`config.mk`:
```
export PLATFORM = sky130hd
export DESIGN_NAME = writeback_stage
export DESIGN_NICKNAME = d
export VERILOG_FILES = /design/src/rtl/writeback_stage.sv
export SDC_FILE = /design/constraint.sdc
export NUM_CORES = 1
export LEC_CHECK = 0
export ABC_AREA = 1
export CORE_UTILIZATION = 45
export DETAILED_ROUTE_END_ITERATION = 7
export PLACE_DENSITY = 0.93
export SYNTH_ARGS = -nofsm -noshare
export SYNTH_HDL_FRONTEND = slang
export SYNTH_SLANG_ARGS = --single-unit
```
`constraint.sdc`:
```
create_clock -name clk -period 3.3 [get_ports clk]
set_clock_uncertainty 0.1 [all_clocks]
set_input_delay 0.66 -clock clk [delete_from_list [all_inputs] [get_ports clk]]
set_output_delay 0.66 -clock clk [all_outputs]
set_load 0.005 [all_outputs]
```
`src/rtl/writeback_stage.sv`:
```
// writeback_stage: MEM/WB register with NSRC-way result select; defining WB_LOAD_EXT_EN adds sub-word load extraction.
// Latency: one cycle from M inputs to W outputs; every output is registered.
// Backpressure: StallW holds every register including InstRetW; FlushW kills the slot and wins over StallW.
module writeback_stage #(
  parameter int W    = 32,
  parameter int NSRC = 4,
  parameter int SW   = $clog2(NSRC)
) (
  input  logic                   clk,
  input  logic                   rst,
  input  logic                   ValidM,
  input  logic                   StallW,
  input  logic                   FlushW,
  input  logic                   RegWriteM,
  input  logic [4:0]             RdM,
  input  logic [SW-1:0]          ResultSrcM,
  input  logic [NSRC*W-1:0]      SrcDataM,
  input  logic [2:0]             LoadTypeM,
  input  logic [$clog2(W/8)-1:0] ByteOffM,
  output logic [W-1:0]           ResultW,
  output logic [4:0]             RdW,
  output logic                   RegWriteW,
  output logic                   ValidW,
  output logic [31:0]            InstRetW
);

  logic [W-1:0] sel;
  logic [W-1:0] result;
  logic         we;

  // Out-of-range selects never match a loop index, so they fall back to source 0.
  always_comb begin
    sel = SrcDataM[0 +: W];
    for (int k = 1; k < NSRC; k++) begin
      if (ResultSrcM == SW'(k)) begin
        sel = SrcDataM[k*W +: W];
      end
    end
  end

`ifdef WB_LOAD_EXT_EN
  logic [W-1:0] ld_shift;
  logic [W-1:0] ld_ext;

  // Misaligned offsets shift zeros in from the top rather than faulting.
  assign ld_shift = SrcDataM[W +: W] >> {ByteOffM, 3'b000};

  always_comb begin
    case (LoadTypeM)
      3'b000:  ld_ext = W'($signed(ld_shift[7:0]));
      3'b001:  ld_ext = W'($signed(ld_shift[15:0]));
      3'b010:  ld_ext = W'($signed(ld_shift[31:0]));
      3'b100:  ld_ext = W'(ld_shift[7:0]);
      3'b101:  ld_ext = W'(ld_shift[15:0]);
      3'b110:  ld_ext = W'(ld_shift[31:0]);
      default: ld_ext = ld_shift;
    endcase
  end

  assign result = (ResultSrcM == SW'(1)) ? ld_ext : sel;
`else
  logic unused_load;

  assign unused_load = ^{LoadTypeM, ByteOffM};
  assign result      = sel;
`endif

  assign we = RegWriteM & ValidM & (|RdM);

  always_ff @(posedge clk) begin
    if (rst) begin
      ResultW   <= '0;
      RdW       <= '0;
      RegWriteW <= 1'b0;
      ValidW    <= 1'b0;
      InstRetW  <= '0;
    end else if (FlushW) begin
      ResultW   <= '0;
      RdW       <= '0;
      RegWriteW <= 1'b0;
      ValidW    <= 1'b0;
    end else if (!StallW) begin
      ResultW   <= result;
      RdW       <= RdM;
      RegWriteW <= we;
      ValidW    <= ValidM;
      InstRetW  <= InstRetW + 32'(ValidM);
    end
  end

endmodule

```
==> results.json <==
{
  "cts_buffer_depth": 2,
  "clock-sinks": 71,
  "grt_remaining_overflow": 0,
  "drc": 0,
  "cts-root-buf": "clkbuf_8",
  "drv_slew": 0,
  "whs_endpoint": "RdW[4]",
  "min_period_over_period_pct": 73.2,
  "ioPinCount": 217,
  "postRouteAntennaNets": 0,
  "p_leak_nw": 2.81,
  "grt_max_degree": 75,
  "hold_viol_final": 0,
  "start_util_pct": 46.1,
  "max_freq_mhz": 414,
  "fill_cells": 829,
  "antenna_found_initial": 1,
  "port_buffers": 211,
  "post_cts_buffers": 0,
  "core_mm2": 0.00973,
  "totalWireLength_um": 15000,
  "holdPathStages": 2,
  "period_needed_ns": 2.42,
  "hold_buffers": 0,
  "drt_first_pass_iters": 5,
  "worstPathArrival_ns": 2.60,
  "ys_warn_count": 0,
  "grt_first_pass_wirelength_um": 24000,
  "min_path_type": "reg2reg",
  "r2r_slack_ns": 1.38,
  "row_count": 36,
  "routedWlPerCell_um": 14.1,
  "r2r_cells": 10,
  "die_w_um": 102,
  "r2r_end": "InstRetW[28]",
  "setup_slack_ns": 0.884,
  "synth_area_mm2": 0.00448,
  "cts_buffers": 9,
  "die_h_um": 102,
  "cp_max_fo": 5,
  "htreeDepth": 3,
  "place_hpwl_um": 11300,
  "ys_ff_latch": 71,
  "cts_tree": "yes",
  "worstSetupPathType": "in2reg",
  "gp_congestion": 0.914,
  "grtUsageTotal_pct": 29.5,
  "dr_total_vias": 5501,
  "cp.required_ns": 3.48,
  "cap_violations": 0,
  "cts-resized-gates": 0,
  "fin_tns_setup_ns": 0,
  "finalPower_w": 0.00198,
  "setup-violations-final": 0,
  "worst_setup_path_end_kind": "flip-flop",
  "synth.distinct_cells": 28,
  "max_slew.worst_pin.slew_ns": 0.673,
  "clk_latency_ns": 0.34,
  "multi_input_area_mm2": 0.00243,
  "synth_area_per_cell_um2": 6.08,
  "pre_cts_ws_ns": 0.571,
  "relSlewSlack_pct": 55.1,
  "die_area_mm2": 0.0104,
  "syn_inst": 737,
  "final_core_util_pct": 69.9,
  "areaGrowthSynthToFinish_pct": 51.7,
  "grt_pass1_vias": 5094,
  "hold_start": "RdW[4]",
  "ir_drop_v": 0.000193,
  "p_per_area_mw_per_mm2": 291,
  "seq_area_frac_synth_pct": 31.7,
  "drive_gt1_share_pct": 5.05,
  "layout.nets": 1075,
  "routed_via_density": 5.17,
  "drtIter0Drc": 325,
  "grt_setup_unrepaired": "no",
  "setup.worst_path.start_class": "input pin",
  "status": "completed",
  "synth_nets": 886,
  "r2r_start": "InstRetW[0]",
  "ff_latch_area_mm2": 0.00142,
  "cts.clk_slew.worst_paths_ns": 0.08
}
-- worst max-delay path, stage by stage --
cell,delay (ns)
clkdlybuf4s50_1,0.58
ha_1,0.23
ha_1,0.21
nand3_2,0.11
nor2_4,0.18
nand3_2,0.14
nor2_4,0.17
nand2_1,0.10
nand2_1,0.08
nand2_1,0.05
nor2_1,0.09
-- report_power, final --
part	switching, W	internal, W
combinational	0.000199	0.000254
sequential	0.0000130	0.000878
clock	0.000362	0.000273
total	0.000574	0.00141
-- flip-flops by register name, indices dropped and copies added (netlist names) --
register,count
RdW,5
ValidW,1
ResultW,32
InstRetW,32
RegWriteW,1
-- cell usage after synthesis (all sizes together) --
cell type / count / area, um^2
xnor2: 1 / 8.76
inv: 110 / 413
buf: 30 / 166
o21a: 1 / 7.51
nand2: 138 / 531
nor3b: 1 / 7.51
and3: 1 / 6.26
nor3: 37 / 185
nand3: 85 / 440
a21oi: 84 / 420
dfxtp: 71 / 1420
xor2: 4 / 35.0
nand4: 7 / 43.8
o21ai: 80 / 400
nor2: 68 / 295
clkbuf: 15 / 56.3
ha: 3 / 37.5
nand3b: 1 / 7.51
-- metrics by stage --
stage	hold WS [ns]	std cells	area [um^2]
floorplan	0.360	737	4480
detailed placement	0.357	1048	6630
global placement	0.354	1048	6630
CTS	0.369	1064	6800
finish	0.367	1065	6800
global route	0.407	1065	6800
-- cell families (layout without fill, tap and decap cells) --
family	count (synthesis)	count (layout)	synth area share (%)
other cells	0	1	0
flops	71	71	31.7
buf+inv	155	349	14.2
fa+ha+maj	3	3	0.837
simple gates	338	338	33.8
compound gates	165	165	18.5
xor+xnor	5	5	0.977
-- layout by cell type (no fill, tap or decap), types with 3 or more instances in the layout --
cell,netlist,layout
o21ai_1,20,20
clkinvlp_4,0,3
nor2_1,60,59
nor3_1,37,37
nor2_2,4,5
nand3_1,82,82
inv_1,107,107
buf_4,3,12
xor2_1,4,4
o21ai_0,60,60
ha_1,3,3
nand2_1,135,135
a21oi_1,84,84
inv_2,3,3
clkdlybuf4s50_1,0,210
nor2_4,4,4
clkbuf_8,0,9
nand3_2,3,3
nand4_1,7,7
dfxtp_1,71,71
-- worst max path at each step --
stage	cells past startpoint	start	endpoint
6_report	11	ValidM	InstRetW[28]
5_1_grt	11	ValidM	InstRetW[22]
4_1_cts	11	ValidM	InstRetW[22]
3_5_place_dp	11	ValidM	InstRetW[22]
3_3_place_gp	11	ValidM	InstRetW[22]
2_1_floorplan	9	ValidM	InstRetW[22]
-- final cells by class --
| cell class | instances | area share, % |
|---|---|---|
| Antenna cell | 1 | 0.0368 |
| Clock buffer | 9 | 1.82 |
| Clock inverter | 7 | 0.736 |
| Inverter | 110 | 6.07 |
| Multi-Input combinational cell | 511 | 35.7 |
| Sequential cell | 71 | 20.9 |
| Tap cell | 133 | 2.45 |
| Timing Repair Buffer | 223 | 32.3 |
-- metal layers --
layer  track usage, %  wire length (um)  up-vias
li1                 -                 -     2759
met1             34.3              6020     2466
met2             52.2              7370      241
met3             6.50              1150       35
met4             12.7               499        0
met5                0                 0        -
Power figures use the tool's default switching activity.
